===== src/rtl/jpeg_pkg.sv =====
// Shared types and helpers for the JPEG image-buffer writer.
// No logic of its own; imported by the packer and the writer top.
package jpeg_pkg;

   typedef enum logic [1:0] {
      ST_IDLE,
      ST_FILL,
      ST_FLUSH,
      ST_DONE
   } buf_state_e;

   localparam int LINE_BYTES     = 16;
   localparam int WORDS_PER_LINE = 4;

   // One nibble of byte enables per written 32-bit lane, lane 0 lowest.
   function automatic logic [15:0] byte_en_for_words(input logic [2:0] n);
      logic [15:0] m;
      m = '0;
      for (int k = 0; k < WORDS_PER_LINE; k++) begin
         if (3'(k) < n) m[4*k +: 4] = 4'hF;
      end
      return m;
   endfunction

endpackage


===== src/rtl/jpeg_line_packer.sv =====
// Packs 32-bit words into 128-bit lines; a full-line write strobes 1 cycle after lane 3, and a partial write is driven during flush.
// Never stalls the source: it accepts every word the top qualifies with accept_i.
module jpeg_line_packer
   import jpeg_pkg::*;
#(
   parameter int ADDR_W = 16
) (
   input  logic                clk,
   input  logic                resetn,
   input  logic                clear_i,
   input  logic                accept_i,
   input  logic [31:0]         data_i,
   input  logic                flush_i,
   output logic [ADDR_W-3:0]   word_cnt_o,
   output logic                full_o,
   output logic                wr_en_o,
   output logic [ADDR_W-5:0]   wr_addr_o,
   output logic [127:0]        wr_data_o,
   output logic [15:0]         wr_byte_en_o
);

   localparam int WC_W = ADDR_W - 2;

   logic [3:0][31:0]  lane_q, lane_d;
   logic [WC_W-1:0]   wc_q, wc_d;
   logic              full_q, full_d;
   logic              pend_q, pend_d;
   logic [127:0]      fdata_q, fdata_d;
   logic [ADDR_W-5:0] faddr_q, faddr_d;
   logic [127:0]      pdata;

   always_comb begin
      lane_d  = lane_q;
      wc_d    = wc_q;
      full_d  = full_q;
      pend_d  = 1'b0;
      fdata_d = fdata_q;
      faddr_d = faddr_q;
      if (clear_i) begin
         lane_d = '0;
         wc_d   = '0;
         full_d = 1'b0;
      end else if (accept_i) begin
         lane_d[wc_q[1:0]] = data_i;
         wc_d = wc_q + 1'b1;
         if (&wc_q) full_d = 1'b1;
         // Snapshot the completed line so the next word can reuse lane 0 immediately.
         if (wc_q[1:0] == 2'd3) begin
            pend_d  = 1'b1;
            fdata_d = {data_i, lane_q[2:0]};
            faddr_d = wc_q[WC_W-1:2];
         end
      end
   end

   always_ff @(posedge clk or negedge resetn) begin
      if (!resetn) begin
         lane_q  <= '0;
         wc_q    <= '0;
         full_q  <= 1'b0;
         pend_q  <= 1'b0;
         fdata_q <= '0;
         faddr_q <= '0;
      end else begin
         lane_q  <= lane_d;
         wc_q    <= wc_d;
         full_q  <= full_d;
         pend_q  <= pend_d;
         fdata_q <= fdata_d;
         faddr_q <= faddr_d;
      end
   end

   always_comb begin
      pdata = '0;
      for (int k = 0; k < WORDS_PER_LINE; k++) begin
         if (2'(k) < wc_q[1:0]) pdata[32*k +: 32] = lane_q[k];
      end
   end

   always_comb begin
      wr_en_o      = 1'b0;
      wr_addr_o    = '0;
      wr_data_o    = '0;
      wr_byte_en_o = '0;
      if (pend_q) begin
         wr_en_o      = 1'b1;
         wr_addr_o    = faddr_q;
         wr_data_o    = fdata_q;
         wr_byte_en_o = 16'hFFFF;
      end else if (flush_i && (wc_q[1:0] != 2'd0)) begin
         wr_en_o      = 1'b1;
         wr_addr_o    = wc_q[WC_W-1:2];
         wr_data_o    = pdata;
         wr_byte_en_o = byte_en_for_words({1'b0, wc_q[1:0]});
      end
   end

   assign word_cnt_o = wc_q;
   assign full_o     = full_q;

endmodule


===== src/rtl/jpeg_buffer_writer.sv =====
// Writes encoder words into the image buffer as 16-byte lines and reports final size/overflow.
// Full line written 1 cycle after its 4th word; no backpressure, words past capacity are dropped.
module jpeg_buffer_writer
   import jpeg_pkg::*;
#(
   parameter int ADDR_W     = 16,
   parameter int LINE_BYTES = 16
) (
   input  logic                clk,
   input  logic                resetn,
   input  logic                start_in,
   input  logic [31:0]         data_in,
   input  logic                data_valid_in,
   input  logic                image_valid_in,
   output logic                wr_en_out,
   output logic [ADDR_W-5:0]   wr_addr_out,
   output logic [127:0]        wr_data_out,
   output logic [15:0]         wr_byte_en_out,
   output logic [ADDR_W:0]     size_out,
   output logic                done_out,
   output logic                overflow_out,
   output logic                busy_out
);

   localparam int BYTES_PER_WORD = LINE_BYTES / WORDS_PER_LINE;

   buf_state_e        state_q, state_d;
   logic              iv_q;
   logic              ovf_q, ovf_d;
   logic [ADDR_W:0]   size_q, size_d;
   logic              accept, drop, iv_rise;
   logic [ADDR_W-3:0] word_cnt;
   logic              full;

   assign iv_rise = image_valid_in & ~iv_q;

   always_comb begin
      state_d = state_q;
      accept  = 1'b0;
      drop    = 1'b0;
      unique case (state_q)
         ST_IDLE: ;
         ST_FILL: begin
            accept = data_valid_in & ~full;
            drop   = data_valid_in & full;
            if (iv_rise) state_d = ST_FLUSH;
         end
         ST_FLUSH: state_d = ST_DONE;
         ST_DONE:  ;
         default:  state_d = ST_IDLE;
      endcase
      if (start_in) begin
         state_d = ST_FILL;
         accept  = 1'b0;
         drop    = 1'b0;
      end
   end

   always_comb begin
      ovf_d  = start_in ? 1'b0 : (ovf_q | drop);
      size_d = size_q;
      if (start_in) begin
         size_d = '0;
      end else if (state_q == ST_FLUSH) begin
         // Counter wraps to 0 when the buffer is exactly full, so use the full flag.
         size_d = full ? ((ADDR_W+1)'(1) << ADDR_W)
                       : (ADDR_W+1)'(word_cnt) * (ADDR_W+1)'(BYTES_PER_WORD);
      end
   end

   always_ff @(posedge clk or negedge resetn) begin
      if (!resetn) begin
         state_q <= ST_IDLE;
         iv_q    <= 1'b0;
         ovf_q   <= 1'b0;
         size_q  <= '0;
      end else begin
         state_q <= state_d;
         iv_q    <= image_valid_in;
         ovf_q   <= ovf_d;
         size_q  <= size_d;
      end
   end

   jpeg_line_packer #(
      .ADDR_W (ADDR_W)
   ) u_packer (
      .clk          (clk),
      .resetn       (resetn),
      .clear_i      (start_in),
      .accept_i     (accept),
      .data_i       (data_in),
      .flush_i      (state_q == ST_FLUSH),
      .word_cnt_o   (word_cnt),
      .full_o       (full),
      .wr_en_o      (wr_en_out),
      .wr_addr_o    (wr_addr_out),
      .wr_data_o    (wr_data_out),
      .wr_byte_en_o (wr_byte_en_out)
   );

   assign size_out     = size_q;
   assign done_out     = (state_q == ST_DONE);
   assign overflow_out = ovf_q;
   assign busy_out     = (state_q == ST_FILL) || (state_q == ST_FLUSH);

endmodule


===== config.mk =====
export PLATFORM = sky130hd
export DESIGN_NAME = jpeg_buffer_writer
export DESIGN_NICKNAME = d
export VERILOG_FILES = /design/src/rtl/jpeg_pkg.sv /design/src/rtl/jpeg_line_packer.sv /design/src/rtl/jpeg_buffer_writer.sv
export SDC_FILE = /design/constraint.sdc
export NUM_CORES = 1
export LEC_CHECK = 0
export ABC_CLOCK_PERIOD_IN_PS = 2260
export CORE_UTILIZATION = 45
export CTS_CLUSTER_DIAMETER = 80
export CTS_CLUSTER_SIZE = 16
export DETAILED_ROUTE_END_ITERATION = 12
export PLACE_DENSITY = 0.8
export SETUP_SLACK_MARGIN = 0.05
export SLEW_MARGIN = 20
export SYNTH_ARGS = -nofsm -noshare
export SYNTH_HDL_FRONTEND = slang
export SYNTH_SLANG_ARGS = --single-unit
export TNS_END_PERCENT = 1

===== constraint.sdc =====
create_clock -name clk -period 2.26 [get_ports clk]
set_clock_uncertainty 0.15 [all_clocks]
set_input_delay 0.452 -clock clk [delete_from_list [all_inputs] [get_ports clk]]
set_output_delay 0.452 -clock clk [all_outputs]
set_load 0.01 [all_outputs]

======== After elaboration in Yosys (flattened, before gate mapping) ========
Cells that the tools add are included.
Widths: inputs -> output; s select.
word-level totals
  register bits ........................... 305
  output and inout port bits .............. 177
  logic and storage cells ................. 86
operators by class
  add/sub/neg operators ................... 1
  order comparisons ....................... 9
  equality and inequality tests ........... 5
  mux-type cells .......................... 39
  bitwise operators ....................... 7
  reductions and logical operators ........ 12
operator list
  cell                   count
  $mux 128               4
  $mux 32                5
  $bwmux 128             1
  $demux 32 s2           1
  $mux 17                3
  $mux 12                3
  $mux 14                2
  $mux 16                1
  $add 14x1->14 const B  1
  $reduce_and 14->1      1
  $mux 1                 13
  $mux 4                 3
  $lt 1x2->1 const A     4
  $reduce_bool 2->1      4
  $eq 2x2->1 const B     3
  $lt 2x2->1 const A     3
  $mux 2                 2
  $pmux 2 s2             1
  $reduce_and 2->1       2
  $and 1x1->1            3
  $lt 2x3->1 const B     1
  $ne 3x3->1 const B     1
  $not 1->1              3
  $reduce_and 3->1       1
  6 further kinds        7

======== Longest topological paths before layout ========
Gate-level depths: netlist (run 1).
  depth after elaboration ................. 7
  depth in mapped cells ................... 9
  gate-level depth less buffers ........... 6

======== By module ========
From an unflattened synthesis (run 1), not the netlist that was laid out.
second synthesis, totals
  cell total of the unflattened synthesis .. 1075
  area, all modules ....................... 12319.3 µm²
by module, submodules not included
  module              times used  cells an instance  area each (µm²)
  jpeg_line_packer    1           984                11394.7
  jpeg_buffer_writer  1           91                 924.6

======== Worst setup path before layout (run 1) ========
No wires, ideal clock.
  path type ............................... flip-flop to output port
  start ................................... register state_q[0]
  end ..................................... output port wr_byte_en_out[10]
  arrival ................................. 1.720 ns
  data required time ...................... 1.658 ns
  slack ................................... -0.062 ns
  stages on the path, launching flop included .. 8
  buffers on the path ..................... 2
  path through ............................ dfrtp_1 > inv_1 > ha_1 > nor2b_1 > a21oi_1 > clkbuf_1 > inv_1 > buf_4
between the ends
  word-level cells in the longest chain between the ends .. 4
RTL lines
  what                    line                      text
  start, declared         jpeg_buffer_writer.sv:27  buf_state_e state_q, state_d;
  start signal, assigned  jpeg_buffer_writer.sv:78  state_q <= state_d;
  $eq 2x2->1              jpeg_buffer_writer.sv:93  .flush_i (state_q == ST_FLUSH),
  $logic_and 1x1->1       jpeg_line_packer.sv:91    end else if (flush_i && (wc_q[1:0] != 2'd0)) begin
  $mux 12                 jpeg_line_packer.sv:91
  $mux 16                 jpeg_line_packer.sv:86    if (pend_q) begin
  end, declared           jpeg_buffer_writer.sv:18  output logic [15:0] wr_byte_en_out,
No other way between the ends.

======== Worst setup path in the final report (run 1) ========
  start ................................... register state_q[0]
  end ..................................... output port wr_data_out[13]
between the ends
  word-level cells in the longest chain between the ends .. 4
RTL lines
  what               line                      text
  $eq 2x2->1         jpeg_buffer_writer.sv:93
  $logic_and 1x1->1  jpeg_line_packer.sv:91
  $mux 128           jpeg_line_packer.sv:91
  $mux 128           jpeg_line_packer.sv:86
  end, declared      jpeg_buffer_writer.sv:17  output logic [127:0] wr_data_out,
No other way between the ends.

==> key figures, run 1 <==
Floorplan
  • Chip Height: 170 um
  • Initial Util: 45.9%
  • Full die area: 0.0291 mm^2
  • Core Footprint: 0.0279 mm^2
  • FP Rows: 61
  • I/O pin cnt: 214
  • Die width: 170 um

Detailed routing
  • DR vias/cell: 5.43
  • Drt drc: 0
  • Iteration-0 DRC Markers: 702
  • Wire length per cell: 19.4 um
  • Post-DRT Antenna Nets: 0
  • Drt pass-1 iters: 5
  • Final WL: 34,300 um
  • Total number of vias: 9,563

Global route
  • Grt ovf: 0
  • Global-route wire length before repair: 54,000 um
  • GRT Util Overall: 23.8%
  • Largest net degree at the start of global routing: 130
  • Initial antenna violation count: 0
  • Number of global-route vias before repair: 9,744

STA
  • RSZ-0062 raised after global routing: yes
  • Slew HR: 52.0%
  • Max frequency: 356 MHz
  • Final Hold Vio Count: 0
  • Worst-Margin Slew: 0.720 ns
  • Final setup violation count: 134
  • Tcrit/Tclk final: 124%
  • Final worst slack: -0.549 ns
  • Final Max Tran Viols: 0
  • Crit path time final: 2.81 ns

Setup path
  • Critical Path AT: 2.21 ns
  • CP Capture Type: output port
  • CP max stage cell: dfrtp_1
  • Critical path's largest stage delay: 0.38 ns
  • CP bufs+invs: 6
  • Critical Path Source: state_q[0]
  • CP Launch Type: register
  • Worst path most repeated cell: buf_6
  • Path type of the worst setup path: reg -> out
  • Required time worst endpoint: 1.66 ns
  • Kind of cell adding the most delay to the critical path: buffers and inverters
  • Worst reg2reg startpoint: state_q[1]
  • Crit-path max FO: 6
  • Cell Chain, Critical Path: inv_1 > ha_2 > nor2b_4 > buf_6 > nor2b_4 > buf_6 > buf_6 > buf_12 > a22o_1 > buf_2

Run
  • Max Cap Viol: 0

Clocking
  • Clock latency on the worst-skew pair: 0.51 ns
  • CTS Buffer Depth: 3
  • Total clock sinks: 271
  • H-tree levels: 1
  • CTS tree: built
  • TritonCTS buffer count: 20
  • Root buffer cell: clkbuf_16
  • Clock-pin slew on the worst setup and hold paths: 0.08 ns

Synthesis
  • Yosys warnings: 0
  • Top cells by area, synth: dfrtp_1 (53%), mux2_4 (10%), nand2_1 (6.0%)
  • Asr flop ratio synth: 100%
  • Synth Register Bits: 271
  • Sequential fraction of the synthesis area: 53.1%
  • Syn Inst Count: 1,150
  • Mapped cell area: 0.0128 mm^2
  • Syn_area_per_cell: 11.1 um^2
  • Synth unique cells: 41
  • Synth area leader: dfrtp_1
  • Post-synth top flop: dfrtp_1
  • Top-area cell type share of the netlist area: 53.1%
  • Post-synth EDFFs: 0

Power
  • Standby leakage power: 0.00744 uW
  • Worst VDD drop: 0.329 mV
  • PwrDens: 574 mW/mm^2
  • Tot Pwr: 9370 uW

Cells and area
  • Nets@finish: 1,428
  • Layout cells sized above 1: 34.2%
  • Area occupied by registers: 0.00679 mm^2
  • Fin cells: 1,762
  • Fillers: 2,267
  • Diodes inserted: 0
  • Footprint of the multi-input gates: 0.00560 mm^2
  • Area Overhead vs Synth: 27.9%

Run status
  • Violated checks: negative setup slack
  • Status: finished with violations

Place
  • GPL Wtd Cong: 0.788
  • Post-DP HPWL: 21,700 um
  • Placed insts: 1,716
  • IO buf count: 211

Hold path
  • Worst Hold Class: in -> async
sequential cells by signal, indices dropped and copies added (netlist names):
signal and flops:
u_packer.faddr_q 12, iv_q 1, u_packer.pend_q 1, u_packer.full_o 1, u_packer.lane_q 96, u_packer.word_cnt_o 14, state_q 2, u_packer.fdata_q 128
overflow_out 1, size_out 15
cells in the final DEF (no fill, tap or decap), drive strengths merged, types with 2 or more instances in the layout:
| cell | Yosys | routed |
|---|---|---|
| nor2b | 3 | 3 |
| a21oi | 122 | 123 |
| inv | 11 | 11 |
| clkdlybuf4s50 | 0 | 50 |
| or4 | 5 | 5 |
| clkdlybuf4s15 | 0 | 4 |
| xor2 | 3 | 3 |
| dfrtp | 271 | 271 |
| and2 | 35 | 35 |
| or2 | 2 | 2 |
| mux2 | 140 | 140 |
| clkbuf | 54 | 53 |
| ha | 8 | 8 |
| nand2 | 204 | 204 |
| mux2i | 65 | 65 |
| nand4 | 2 | 2 |
| buf | 51 | 218 |
| xnor2 | 4 | 4 |
| nor2 | 73 | 73 |
| dlygate4sd2 | 0 | 11 |
| conb | 1 | 2 |
| nor3 | 2 | 2 |
| nand3 | 19 | 19 |
| o31ai | 4 | 4 |
| o21ai | 3 | 3 |
| nand2b | 14 | 14 |
| a22o | 44 | 44 |
area by class of cell:
cell class	count	area share [%]
Timing Repair Buffer	314	17.8
Multi-Input combinational cell	765	34.2
Inverter	11	0.268
Tap cell	378	2.89
Clock buffer	23	3.26
Sequential cell	271	41.5
power by group:
group / total [uW] / internal [uW] / switching, uW
sequential: 5130 / 5010 / 120
clock: 3300 / 1650 / 1650
combinational: 940 / 397 / 543
metal layers:
| metal | vias up | track usage (%) | routed length [um] |
|---|---|---|---|
| met5 | - | 0 | 0 |
| met4 | 0 | 6.54 | 765 |
| met3 | 53 | 2.61 | 1820 |
| met2 | 331 | 40.6 | 16800 |
| met1 | 4858 | 32.2 | 14900 |
| li1 | 4321 | - | - |
worst paths after layout:
check | to | slack (ns) | cells past startpoint
setup reg to reg | u_packer.fdata_q[48] | 0.06 | 8
hold / removal | u_packer.fdata_q[49] | 0.27 | 2
hold reg to reg | u_packer.fdata_q[100] | 0.36 | 1
max in group asynchronous | u_packer.faddr_q[5] | 0.98 | 3
min in group clk | iv_q | 0.31 | 1
setup / recovery | wr_data_out[13] | -0.55 | 10
repair_timing:
action	CTS	global route
buffers inserted	15	3
endpoints found under the setup margin	260	210
endpoints found under the hold margin	34	0
pin swaps	11	17
gates cloned	5	0
hold buffers	1	0
gates resized for setup	571	129
cells by family after synthesis:
kind of cell | after synthesis | synth area share, %
AOI/OAI and AO/OA | 175 | 8.26
xor gates and xnor gates | 7 | 0.480
adders and majority gates | 8 | 0.784
buffers and inverters | 116 | 4.77
DFF | 271 | 53.1
muxes | 205 | 20.0
other | 1 | 0.0294
and+or+nand+nor | 367 | 12.6
Yosys cell counts (all sizes together), types with 5 or more instances:
cell type,number
mux2i,65
dfrtp,271
nand2,204
buf,51
a21oi,122
nand3,19
mux2,140
clkbuf,54
nor2,73
nand2b,14
or4,5
a22o,44
ha,8
inv,11
and2,35
worst register-to-register path, delay by kind of cell (launching register included):
| family | cells | cell delay, ns |
|---|---|---|
| flops | 1 | 0.39 |
| fa+ha+maj | 1 | 0.14 |
| mux | 1 | 0.35 |
| simple gates | 2 | 0.45 |
| buf+inv | 4 | 0.59 |
stage by stage:
stage               hold slack [ns]  area (um^2)  util [%]  TNS, ns  setup WS [ns]
floorplan                   0.00641        12800         -   -0.752        -0.0188
global placement              0.224        15700      56.5   -72.91         -0.595
detailed placement            0.229        15700      56.5   -85.15         -0.684
CTS                           0.274        16300      58.6   -53.05         -0.561
global route                  0.301        16300      58.7   -56.99         -0.622
finish                        0.273        16300      58.7   -47.98         -0.549
(Power assumes the default switching activity.)
==> inputs of run 2 (changes only) <==
--- a/config.mk
+++ b/config.mk
@@ -6,11 +6,11 @@
 export NUM_CORES = 1
 export LEC_CHECK = 0
 export ABC_CLOCK_PERIOD_IN_PS = 2260
-export CORE_UTILIZATION = 45
+export CORE_UTILIZATION = 46
 export CTS_CLUSTER_DIAMETER = 80
 export CTS_CLUSTER_SIZE = 16
 export DETAILED_ROUTE_END_ITERATION = 12
-export PLACE_DENSITY = 0.8
+export PLACE_DENSITY = 0.81
 export SETUP_SLACK_MARGIN = 0.05
 export SLEW_MARGIN = 20
 export SYNTH_ARGS = -nofsm -noshare
==> run 2 against run 1 <==
Critical path depth unchanged. Global-route usage up 0.79 points. Fmax grew 4.5%. Sequential cell count unchanged. Worst setup slack better by 0.12 ns. Worst hold slack lost 0.0039 ns. The run still ends with negative setup slack left. Largest cell class unchanged. Total power increased by 0.17%. Cell count down 0.34%. Clock power about the same. First-iteration DRC count shrank 15%. Critical endpoint is now wr_data_out[34].
==> key figures, run 2 (synthesis gave the netlist of run 1 again) <==
STA
  • Worst-Margin Slew: 0.624 ns (-0.0962 ns)
  • Final Max Tran Viols: 0 (unchanged)
  • Final worst slack: -0.428 ns (+0.121 ns)
  • Final setup violation count: 135 (+0.75%)
  • Max frequency: 372 MHz (+4.5%)
  • Worst hold margin: 0.269 ns (-0.00392 ns)
  • Setup TNS: -40.79 ns (+7.18 ns)
  • Tcrit/Tclk final: 119% (-5.4 points)
  • Crit path time final: 2.69 ns (-0.121 ns)
  • Final Hold Vio Count: 0 (unchanged)
  • Slew HR: 58.4% (+6.4 points)
  • RSZ-0062 raised after global routing: yes

Power
  • Tot Pwr: 9390 uW (+0.17%)
  • Sw Share: 24.8% (+0.12 points)
  • Sequential share of power: 54.6% (about the same)
  • Internal power component: 7060 uW (about the same)
  • Combinational power share: 10.1% (about the same)
  • P_sw: 2330 uW (+0.68%)
  • PwrDens: 564 mW/mm^2 (-1.6%)
  • Worst VDD drop: 0.458 mV (+39%)
  • Clk pwr share: 35.3% (about the same)
  • Standby leakage power: 0.00753 uW (+1.2%)

Setup path
  • Required time worst endpoint: 1.66 ns (about the same)
  • FF-to-FF setup slack: 0.10 ns (+0.04 ns)
  • Critical Path AT: 2.09 ns (-0.12 ns)
  • Worst R2R End: u_packer.fdata_q[60]
  • Critical path's largest stage delay: 0.38 ns (about the same)
  • Crit-path max FO: 5 (-1)
  • Cell Chain, Critical Path: inv_1 > ha_2 > nor2b_4 > buf_6 > a21oi_4 > buf_6 > buf_6 > buf_12 > nor2_1 > buf_2
  • CP Launch Type: register
  • Worst reg2reg startpoint: state_q[1]
  • Critical Path Source: state_q[0]
  • WP depth: 10 (unchanged)
  • CP max stage cell: dfrtp_1
  • CP Capture Type: output port
  • Worst path most repeated cell: buf_6
  • Path type of the worst setup path: reg -> out
  • CP bufs+invs: 6 (unchanged)
  • Path depth of the worst reg2reg path: 8 (unchanged)
  • Kind of cell adding the most delay to the critical path: buffers and inverters

Floorplan
  • Core Footprint: 0.0271 mm^2 (-2.7%)
  • I/O pin cnt: 214 (unchanged)
  • FP Rows: 60 (-1.6%)
  • Die width: 169 um (-1.1%)
  • Initial Util: 47.1% (+1.3 points)
  • Chip Height: 169 um (-1.1%)
  • Full die area: 0.0284 mm^2 (-2.1%)

Place
  • Post-DP HPWL: 21,700 um (-0.12%)
  • Worst slack, placed: -0.343 ns (+0.341 ns)
  • GPL Wtd Cong: 0.781 (-0.84%)
  • Post-DP Area: 0.0158 mm^2 (+0.33%)
  • IO buf count: 211 (unchanged)

Global route
  • GRT Util Overall: 24.6% (+0.79 points)
  • Initial antenna violation count: 1 (+1)
  • Largest net degree at the start of global routing: 130 (unchanged)
  • Global-route wire length before repair: 54,900 um (+1.7%)
  • Grt ovf: 0 (unchanged)
  • Number of global-route vias before repair: 9,819 (+0.77%)

Hold path
  • Worst Hold Class: in -> async

Cells and area
  • Area Overhead vs Synth: 30.2%
  • Nets@finish: 1,428 (unchanged)
  • Layout cells sized above 1: 36.7% (+2.5 points)
  • Fillers: 2,156 (-4.9%)
  • Reg with most FFs: u_packer.fdata_q
  • Final Instance Area: 0.0166 mm^2 (+1.8%)
  • Most frequent cells in the layout: dfrtp_1 (270), nand2_1 (204), a21oi_1 (119), buf_2 (107), mux2_4 (100)
  • Max reg flops: 128 (unchanged)
  • Most common cell after layout, fill and taps aside: dfrtp_1
  • Diodes inserted: 0 (unchanged)

Clocking
  • CTS Buffer Depth: 3 (unchanged)
  • Root buffer cell: clkbuf_16
  • Clock latency on the worst-skew pair: 0.51 ns (about the same)
  • H-tree levels: 1 (unchanged)
  • Total clock sinks: 271 (unchanged)
  • CTS tree: built
  • TritonCTS buffer count: 20 (unchanged)
  • Clock-pin slew on the worst setup and hold paths: 0.07 ns (about the same)

Detailed routing
  • Total number of vias: 9,562 (-0.010%)
  • Wire length per cell: 19.6 um (+0.71%)
  • Drt pass-1 iters: 7 (+2)
  • Drt drc: 0 (unchanged)
  • DR vias/cell: 5.45 (+0.33%)
  • Iteration-0 DRC Markers: 598 (-15%)
  • Post-DRT Antenna Nets: 0 (unchanged)
  • Final WL: 34,400 um (+0.37%)

Run status
  • Status: finished with violations
  • Violated checks: negative setup slack

Run
  • Max Cap Viol: 0 (unchanged)
-- run 2: changes by cell type in the layout (fill, tap and decap cells not counted), moves of 13 or more --
cell,previous run,this run
clkbuf_2,30,8
nor2_2,7,21
buf_2,82,107
buf_6,46,61
nor2_1,63,36
nor2_4,3,16
-- run 2: power groups by stage --
| stage | logic (uW) | registers (uW) | clock network (uW) |
|---|---|---|---|
| after floorplan | 429 | 5180 | 0 |
| after global placement | 884 | 5200 | 0 |
| after detailed placement | 906 | 5210 | 0 |
| after CTS | 940 | 5120 | 3390 |
| after global routing | 1030 | 5150 | 3560 |
| final | 947 | 5130 | 3310 |
-- run 2: how the worst max path moves through the flow --
stage	endpoint	slack (ns)
3_3_place_gp	wr_data_out[2]	-0.30
2_1_floorplan	wr_addr_out[10]	-0.02
6_report	wr_data_out[34]	-0.43
4_1_cts	wr_data_out[8]	-0.46
3_5_place_dp	wr_data_out[6]	-0.34
5_1_grt	wr_data_out[34]	-0.54
-- run 2: routing by layer --
metal | routed length (um) | GRT usage, %
met1 | 15100 | 33.3
met2 | 16800 | 41.8
met3 | 1720 | 2.62
met4 | 768 | 7.43
met5 | 17 | 0
-- run 2: final cells by class --
cell class / instances / area [um^2] / area share [%]
Sequential cell: 271 / 6790 / 40.8
Multi-Input combinational cell: 764 / 5760 / 34.6
Timing Repair Buffer: 315 / 3050 / 18.3
Clock buffer: 23 / 533 / 3.20
Tap cell: 372 / 465 / 2.80
Inverter: 11 / 43.8 / 0.263
-- run 2: metrics by stage --
step / instances / util [%]
detailed placement: 1708 / 58.2
CTS: 1757 / 60.8
finish: 1756 / 61.4
global placement: 1708 / 58.2
global route: 1756 / 61.4
floorplan: 1151 / -
-- run 2: worst reg2reg max path, cell delays in order (launching register included) --
cell and delay [ns]:
dfrtp_1 0.38, buf_4 0.15, inv_4 0.06, ha_4 0.13
and4b_1 0.21, nor2b_4 0.21, buf_12 0.19, buf_4 0.22
mux2_2 0.35
-- run 2: what timing repair did --
item                       4_1_cts  5_1_grt
setup endpoints to repair      201      345
hold buffers                     1        0
cloned                           7        0
hold endpoints to repair        43        0
gates resized for setup        745       71
buffers inserted                18        0
pin swaps                       46       21
